File: src/rtl/ahb_slave_port_stage_pkg.sv
// ahb_slave_port_stage_pkg: shared encodings and field widths for the AHB slave port stage
package ahb_slave_port_stage_pkg;
    localparam int TRANS_W = 2;
    localparam int SIZE_W  = 3;
    localparam int BURST_W = 3;
    localparam int PROT_W  = 4;
    typedef enum logic [1:0] {
        HTRANS_IDLE   = 2'b00,
        HTRANS_BUSY   = 2'b01,
        HTRANS_NONSEQ = 2'b10,
        HTRANS_SEQ    = 2'b11
    } htrans_t;
    typedef enum logic [3:0] {
        MASTER_NONE = 4'b0000,
        MASTER_0    = 4'b0001,
        MASTER_1    = 4'b0010,
        MASTER_2    = 4'b0100,
        MASTER_3    = 4'b1000
    } master_t;
    typedef enum logic [2:0] {
        ST_IDLE,
        ST_DATA,
        ST_ERR1,
        ST_ERR2,
        ST_BLOCK
    } state_t;
    // Isolates the lowest set bit so an illegal multi-hot grant still selects one master
    function automatic logic [3:0] lowest_one(input logic [3:0] v);
        return v & (~v + 4'd1);
    endfunction
endpackage

File: src/rtl/ahb_master_field_mux.sv
// ahb_master_field_mux: one-hot select 4:1 mux of a packed per-master field
module ahb_master_field_mux #(
    parameter int W = 32
) (
    input  logic [3:0]     sel,
    input  logic [4*W-1:0] din,
    output logic [W-1:0]   dout
);
    always_comb begin
        dout = '0;
        for (int i = 0; i < 4; i++) dout = dout | (din[i*W +: W] & {W{sel[i]}});
    end
endmodule

File: src/rtl/ahb_slave_port_stage.sv
// ahb_slave_port_stage: per-slave address mux, data-phase owner tracking and response routing.
// Optional wait-state timeout with a two-cycle ERROR is enabled by SLAVE_PORT_TIMEOUT_EN.
module ahb_slave_port_stage
    import ahb_slave_port_stage_pkg::*;
#(
    parameter int ADDR_W      = 32,
    parameter int DATA_W      = 32,
    parameter int TIMEOUT_CYC = 255
) (
    input  logic                 HCLK,
    input  logic                 HRESET,
    input  logic [3:0]           MASTERADDRINPROG,
    output logic                 ADDRPHEND,
    input  logic [4*ADDR_W-1:0]  M_HADDR,
    input  logic [4*TRANS_W-1:0] M_HTRANS,
    input  logic [3:0]           M_HWRITE,
    input  logic [4*SIZE_W-1:0]  M_HSIZE,
    input  logic [4*BURST_W-1:0] M_HBURST,
    input  logic [4*PROT_W-1:0]  M_HPROT,
    input  logic [3:0]           M_HMASTLOCK,
    input  logic [4*DATA_W-1:0]  M_HWDATA,
    output logic [3:0]           M_HREADY,
    output logic [3:0]           M_HRESP,
    output logic [DATA_W-1:0]    M_HRDATA,
    output logic                 S_HSEL,
    output logic [ADDR_W-1:0]    S_HADDR,
    output logic [TRANS_W-1:0]   S_HTRANS,
    output logic                 S_HWRITE,
    output logic [SIZE_W-1:0]    S_HSIZE,
    output logic [BURST_W-1:0]   S_HBURST,
    output logic [PROT_W-1:0]    S_HPROT,
    output logic                 S_HMASTLOCK,
    output logic [DATA_W-1:0]    S_HWDATA,
    output logic                 S_HREADY,
    input  logic                 S_HREADYOUT,
    input  logic                 S_HRESP,
    input  logic [DATA_W-1:0]    S_HRDATA
);
    state_t     state, state_nxt;
    logic [3:0] addr_sel, data_owner, owner_nxt;
    logic       timeout_hit;
    if (TIMEOUT_CYC < 1 || TIMEOUT_CYC > 65535) begin : g_bad_cfg
        $error("TIMEOUT_CYC must be within 1..65535");
    end
    assign addr_sel = (state == ST_BLOCK) ? MASTER_NONE : lowest_one(MASTERADDRINPROG);
    assign S_HSEL   = |addr_sel;
    assign M_HRDATA = S_HRDATA;
    ahb_master_field_mux #(.W(ADDR_W))  u_haddr  (.sel(addr_sel),   .din(M_HADDR),     .dout(S_HADDR));
    ahb_master_field_mux #(.W(TRANS_W)) u_htrans (.sel(addr_sel),   .din(M_HTRANS),    .dout(S_HTRANS));
    ahb_master_field_mux #(.W(1))       u_hwrite (.sel(addr_sel),   .din(M_HWRITE),    .dout(S_HWRITE));
    ahb_master_field_mux #(.W(SIZE_W))  u_hsize  (.sel(addr_sel),   .din(M_HSIZE),     .dout(S_HSIZE));
    ahb_master_field_mux #(.W(BURST_W)) u_hburst (.sel(addr_sel),   .din(M_HBURST),    .dout(S_HBURST));
    ahb_master_field_mux #(.W(PROT_W))  u_hprot  (.sel(addr_sel),   .din(M_HPROT),     .dout(S_HPROT));
    ahb_master_field_mux #(.W(1))       u_hlock  (.sel(addr_sel),   .din(M_HMASTLOCK), .dout(S_HMASTLOCK));
    ahb_master_field_mux #(.W(DATA_W))  u_hwdata (.sel(data_owner), .din(M_HWDATA),    .dout(S_HWDATA));
`ifdef SLAVE_PORT_TIMEOUT_EN
    logic [15:0] wait_cnt;
    always_ff @(posedge HCLK) begin
        if (HRESET) wait_cnt <= '0;
        else wait_cnt <= (state == ST_DATA && !S_HREADYOUT) ? wait_cnt + 16'd1 : 16'd0;
    end
    // Fires on the stalled cycle that brings the count up to the limit
    assign timeout_hit = !S_HREADYOUT && (wait_cnt == 16'(TIMEOUT_CYC - 1));
`else
    assign timeout_hit = 1'b0;
`endif
    always_ff @(posedge HCLK) begin
        if (HRESET) begin
            state      <= ST_IDLE;
            data_owner <= MASTER_NONE;
        end else begin
            state      <= state_nxt;
            data_owner <= owner_nxt;
        end
    end
    always_comb begin
        state_nxt = state;
        owner_nxt = data_owner;
        if (state == ST_DATA && timeout_hit) state_nxt = ST_ERR1;
        else if (state == ST_ERR1) state_nxt = ST_ERR2;
        else if (state == ST_ERR2) begin
            state_nxt = ST_BLOCK;
            owner_nxt = MASTER_NONE;
        end else if (state == ST_BLOCK) state_nxt = S_HREADYOUT ? ST_IDLE : ST_BLOCK;
        else if (ADDRPHEND) begin
            owner_nxt = S_HTRANS[1] ? addr_sel : MASTER_NONE;
            state_nxt = |owner_nxt ? ST_DATA : ST_IDLE;
        end
    end
    always_comb begin
        S_HREADY  = (state == ST_DATA) ? S_HREADYOUT : 1'b1;
        ADDRPHEND = (state == ST_ERR1 || state == ST_BLOCK) ? 1'b0 : S_HREADY;
        M_HREADY  = (state == ST_ERR1) ? 4'b0000 : data_owner & {4{S_HREADY}};
        M_HRESP   = data_owner & {4{(state == ST_ERR1 || state == ST_ERR2) ? 1'b1 : S_HRESP}};
    end
endmodule

File: config.mk
export PLATFORM = sky130hd
export DESIGN_NAME = ahb_slave_port_stage
export DESIGN_NICKNAME = d
export VERILOG_FILES = /design/src/rtl/ahb_slave_port_stage_pkg.sv /design/src/rtl/ahb_master_field_mux.sv /design/src/rtl/ahb_slave_port_stage.sv
export SDC_FILE = /design/constraint.sdc
export NUM_CORES = 1
export LEC_CHECK = 0
export CAP_MARGIN = 20
export CORE_AREA = 2 2 183 185
export DETAILED_ROUTE_END_ITERATION = 6
export DIE_AREA = 0 0 185 187
export PLACE_DENSITY = 0.39
export SLEW_MARGIN = 20
export SYNTH_ARGS = -nofsm -noshare
export SYNTH_HDL_FRONTEND = slang
export SYNTH_SLANG_ARGS = --single-unit
File: constraint.sdc
create_clock -name HCLK -period 1.85 [get_ports HCLK]
set_input_delay 0.2775 -clock HCLK [delete_from_list [all_inputs] [get_ports HCLK]]
set_output_delay 0.2775 -clock HCLK [all_outputs]
set_load 0.02 [all_outputs]
# After elaboration in Yosys (flattened, before gate mapping)
# Cells that the tools add are included.
# Widths: inputs -> output; s select.
# op_classes
n_lt_le_gt_ge	0
multipliers	0
add_sub_neg	1
mux	15
reduce_logical	9
eq_ne	5
div_mod_pow	0
shifts	0
n_bitwise	61
# op_table
operator	n
$and 32x32->32	8
$or 32x32->32	6
$and 4x4->4	7
$and 3x3->3	8
$mux 4	6
$or 3x3->3	6
$mux 3	4
$or 4x4->4	3
$and 1x1->1	8
$and 2x2->2	4
$reduce_or 4->1	2
$eq 3x2->1 const B	2
$or 1x1->1	6
$or 2x2->2	3
$add 4x1->4 const B	1
$mux 1	4
$not 4->4	1
$reduce_bool 4->1	1
$eq 3x1->1 const B	1
$eq 3x3->1 const B	1
$reduce_and 3->1	1
$reduce_bool 3->1	1
$logic_or 1x1->1	2
$mux 2	1
other kinds (4)	4
# word_totals
out_inout_bits	121
latchBits	0
inputBits	352
elab_cells	94
n_memories	0
mem_bits_ro	0
regBits	7
ram_bits	0

# Longest topological paths before layout
# logic_depth
word_depth	15
ltp_mapped	7
mapped_depth_nobuf	4

# By module
# A second synthesis with hierarchy kept.
# unflattened
cells_unflattened	348
area_unflattened_um2	2364.8
# by_module_without_submodules
module	cells_per_inst	instances	area_per_inst_um2
ahb_master_field_mux (u_haddr ...)	108	2	705.7
ahb_slave_port_stage	90	1	690.7
ahb_master_field_mux (u_hburst ...)	9	2	56.3
ahb_master_field_mux (u_hprot)	12	1	75.1
ahb_master_field_mux (u_hlock ...)	3	2	18.8
ahb_master_field_mux (u_htrans)	6	1	37.5

# Worst setup path before layout
# Ideal clock, no wire load.
# synth_path
kind	reg-to-output
startpoint	register state[2]
endpoint	output S_HADDR[0]
path_slack_ns	0.102
path_stages_with_launch	7
path_buffers	2
required_ns	1.572
t_arrival_ns	1.470
path_cell_list	dfxtp_1 nor3b_4 nor4bb_1 buf_2 buf_6 a22oi_2 o21ai_1
# synth_via
elab_chain_cells	6
# synth_lines
element	line_no	source
from (decl)	ahb_slave_port_stage.sv:39	state_t state, state_nxt;
from (signal assigned)	ahb_slave_port_stage.sv:72	state <= state_nxt;
$eq 3x3->1 (*)	ahb_slave_port_stage.sv:45	assign addr_sel = (state == ST_BLOCK) ? MASTER_NONE : lowest_one(MASTERADDRINPROG);
$mux 4 (*)	ahb_slave_port_stage.sv:45	
$and 32x32->32	ahb_master_field_mux.sv:11	for (int i = 0; i < 4; i++) dout = dout | (din[i*W +: W] & {W{sel[i]}});
$or 32x32->32 (2 in a row)	ahb_master_field_mux.sv:11	
$or 32x32->32 (*)	ahb_master_field_mux.sv:11	
to (decl)	ahb_slave_port_stage.sv:26	output logic [ADDR_W-1:0] S_HADDR,
# Mark *: on every way between the ends. The rest lies on a longest branch, timed or not.

# Final worst setup path
# layout_path
startpoint	register state[1]
endpoint	output S_HPROT[3]
# layout_via
elab_chain_cells	6
# layout_lines
element	line_no	source
$eq 3x3->1 (*)	ahb_slave_port_stage.sv:45	
$mux 4 (*)	ahb_slave_port_stage.sv:45	
$and 4x4->4	ahb_master_field_mux.sv:11	
$or 4x4->4 (2 in a row)	ahb_master_field_mux.sv:11	
$or 4x4->4 (*)	ahb_master_field_mux.sv:11	
to (decl)	ahb_slave_port_stage.sv:31	output logic [PROT_W-1:0] S_HPROT,
# Marks and branches as above.

==> impl_metrics.py <==
metrics = {
    "sta": {
        "setup_viol": 51,
        "skew_ns": 0.000971,
        "relSlewSlack": 0.741,
        "fmax_mhz": 471,
        "tightest_slew_ns": 0.388,
        "fin_hold_ws_ns": 0.539,
        "maxSlewViolCount": 0,
        "finalCritPeriodShare": 1.15,
        "fin_crit_ns": 2.12,
        "hold_viol": 0,
        "rsz0062_at_grt": "true",
        "setup_ws_ns": -0.271,
    },
    "finish": {
        "final_cell_count_no_fill": 1232,
        "drive_gt1_frac": 0.270,
        "nNetsFinal": 1135,
        "area_delta_synth_final_pct": 199,
        "final_core_util": 0.239,
        "n_fill_cell": 3646,
        "design_area_um2": 7850,
    },
    "grt": {
        "grt_max_degree": 37,
        "antenna_found_initial": 2,
        "gr-total-overflow": 0,
        "grt_pass1_wl_um": 29600,
        "grt_pass1_vias": 4839,
        "grt_use_total": 0.113,
    },
    "place": {
        "gp_congestion": 0.759,
        "place_inst": 1201,
        "port_buffers": 408,
        "dpl_cell_area_um2": 7470,
        "hpwl_um": 17700,
    },
    "critical_path": {
        "crit_required_ns": 1.57,
        "r2r_cells": 9,
        "timing.critical_path.fanout_max": 14,
        "reg2reg_to": "data_owner[2]$_SDFFE_PP0P_",
        "r2r_slack_ns": 0.16,
        "start_kind": "register",
        "worstSetupPathType": "register to output pin",
        "startpoint": "state[1]$_SDFFE_PP0P_",
        "arrival_ns": 1.84,
        "r2r-start": "state[1]$_SDFFE_PP0P_",
        "crit_path_end_kind": "output pin",
        "crit_end": "S_HPROT[3]",
    },
    "synthesis": {
        "yosysTopAreaCellShare": 0.329,
        "synth_cells": 357,
        "netlist-cell-type-count": 32,
        "synth_nets": 709,
        "seq_area_frac_synth": 0.0533,
        "synth_area_leaders": "a22oi_1, a22oi_2, buf_4",
        "yosysTopAreaCell": "a22oi_1",
        "yosysWarnings": 0,
        "avgSynthCellArea_um2": 7.36,
        "syn_area_um2": 2630,
        "yosys_register_bits": 7,
    },
    "run_status": {
        "violations": "setup timing",
        "status": "finished with violations",
    },
    "route": {
        "first_iter_violations": 110,
        "vias": 4681,
        "drtPass1Iterations": 4,
        "postRouteAntennaNets": 0,
        "wl_um": 22200,
        "wl_per_cell_um": 18.1,
        "post_drt_via_cell_ratio": 3.80,
        "drc": 0,
    },
    "min_path": {
        "min-delay-path-class": "register to register",
    },
    "power_and_ir_drop": {
        "power_frac_comb": 0.755,
        "p_sw_uw": 718,
        "switching_share": 0.332,
        "cellInternalPower_mw": 1.44,
        "powerDensity_nw_per_um2": 275,
        "p_leak_nw": 3.07,
        "seqPwrFrac": 0.075,
        "total_power_mw": 2.16,
        "clkPwrFrac": 0.170,
        "ir_drop_mv": 0.215,
    },
    "clock_tree": {
        "tritoncts": "yes",
        "clk_path_buf_depth": 2,
        "cts_htree_levels": 1,
        "clk_latency_ns": 0.23,
        "cts_made_buffers": 3,
        "root_buffer": "clkbuf_16",
        "clkSinkCount": 7,
        "clk_pin_slew_ns": 0.04,
    },
    "die": {
        "io_pins": 473,
        "die_h_um": 187,
        "initial_core_util": 0.0800,
        "std_cell_rows": 67,
        "die_width_um": 185,
        "coreArea_um2": 32900,
        "die_area_um2": 34600,
    },
    "flow_run": {
        "drv_cap": 0,
    },
}
[worst max-delay path, stage by stage, from the launching register on]
cell and delay, ns:
dfxtp_2 0.32, nor3b_4 0.31, and3b_2 0.27, buf_12 0.16, buf_6 0.13, a22oi_1 0.13
o21ai_1 0.10, buf_4 0.17
[power groups by stage]
stage               registers, mW  logic, mW  clock network, mW
floorplan                   0.159      0.588                  0
global placement            0.163       1.68                  0
detailed placement          0.163       1.67                  0
CTS                         0.163       1.61              0.375
global route                0.163       1.73              0.382
finish                      0.162       1.63              0.367
[per-stage QoR]
| stage | setup slack [ns] | TNS, ns |
|---|---|---|
| 6_report | -0.271 | -10.61 |
| 5_1_grt | -0.356 | -14.20 |
| 4_1_cts | -0.334 | -12.85 |
| 3_5_place_dp | -0.872 | -40.38 |
| 3_3_place_gp | -0.865 | -39.81 |
| 2_1_floorplan | 0.102 | 0 |
[repair_timing]
| item | 4_1_cts | 5_1_grt |
|---|---|---|
| pin swaps | 7 | 14 |
| cloned | 2 | 3 |
| hold buffers | 0 | 0 |
| buffers inserted | 7 | 15 |
| gates resized for setup | 265 | 59 |
| endpoints found under the setup margin | 87 | 53 |
[cell usage in the layout, fill, tap and decap left out, types with 2 or more instances in the layout]
| cell | instances |
|---|---|
| and2b_1 | 2 |
| clkbuf_2 | 2 |
| buf_16 | 2 |
| inv_1 | 2 |
| a32o_1 | 3 |
| o21ai_1 | 42 |
| a22oi_2 | 45 |
| nor2_2 | 2 |
| diode_2 | 2 |
| buf_2 | 12 |
| buf_12 | 19 |
| nand2_1 | 32 |
| nor2_1 | 5 |
| a22oi_1 | 110 |
| buf_6 | 19 |
| o21ai_2 | 3 |
| dfxtp_2 | 3 |
| dfxtp_1 | 4 |
| clkbuf_16 | 6 |
| clkdlybuf4s50_1 | 314 |
| a21oi_1 | 2 |
| dlygate4sd2_1 | 36 |
| a21oi_4 | 2 |
| a221o_1 | 2 |
| nor2b_1 | 7 |
| buf_4 | 86 |
[routing by layer]
| metal | vias up | part of all wire | track usage |
|---|---|---|---|
| met5 | - | 0.00072 | 0 |
| met4 | 2 | 0.0065 | 0.0113 |
| met3 | 12 | 0.10 | 0.0333 |
| met2 | 296 | 0.54 | 0.234 |
| met1 | 2127 | 0.35 | 0.111 |
| li1 | 2244 | - | - |
[cell type report]
class	instances	area, µm²	share of cell area
antenna	2	5.00	0.000638
clock buffer	4	78.8	0.0100
inverter	2	7.51	0.000957
multi-input combinational	274	2100	0.268
sequential	7	144	0.0183
tap	448	561	0.0714
timing repair buffer	495	4950	0.630
[registers in the layout, indices dropped and copies added (netlist names)]
register,count
data_owner,4
state,3
[cells in the mapped netlist (all sizes together)]
master,instances
a211oi,1
nor2b,9
a22oi,155
nand3b,1
dfxtp,7
nor4bb,1
nor2,8
a22o,1
o21ba,1
nor3b,2
inv,2
nand3,1
a221o,2
a32o,3
a21oi,4
and2b,2
and3b,1
or3b,1
nand2b,1
o21a,1
clkbuf,30
o21ai,45
and4b,1
buf,44
nand2,32
o21bai,1
[cell families (layout without fill, tap and decap cells)]
logic type,Yosys count,in the layout,synth area share
buffers and inverters,76,501,0.182
AO/OA/AOI/OAI,214,214,0.649
other,0,2,0
AND/OR/NAND/NOR,60,60,0.116
flip-flops,7,7,0.0533
[worst min path at each step]
stage                                           from                    endpoint  cells after the start
final                     data_owner[1]$_SDFFE_PP0P_  data_owner[1]$_SDFFE_PP0P_                      1
after global routing                    S_HRDATA[18]                M_HRDATA[18]                      0
after CTS                 data_owner[1]$_SDFFE_PP0P_  data_owner[1]$_SDFFE_PP0P_                      1
after detailed placement  data_owner[1]$_SDFFE_PP0P_  data_owner[1]$_SDFFE_PP0P_                      1
after global placement    data_owner[3]$_SDFFE_PP0P_  data_owner[3]$_SDFFE_PP0P_                      1
after floorplan                               HRESET       state[2]$_SDFFE_PP0P_                      1
No activity file was read; power rests on OpenSTA's default activity.
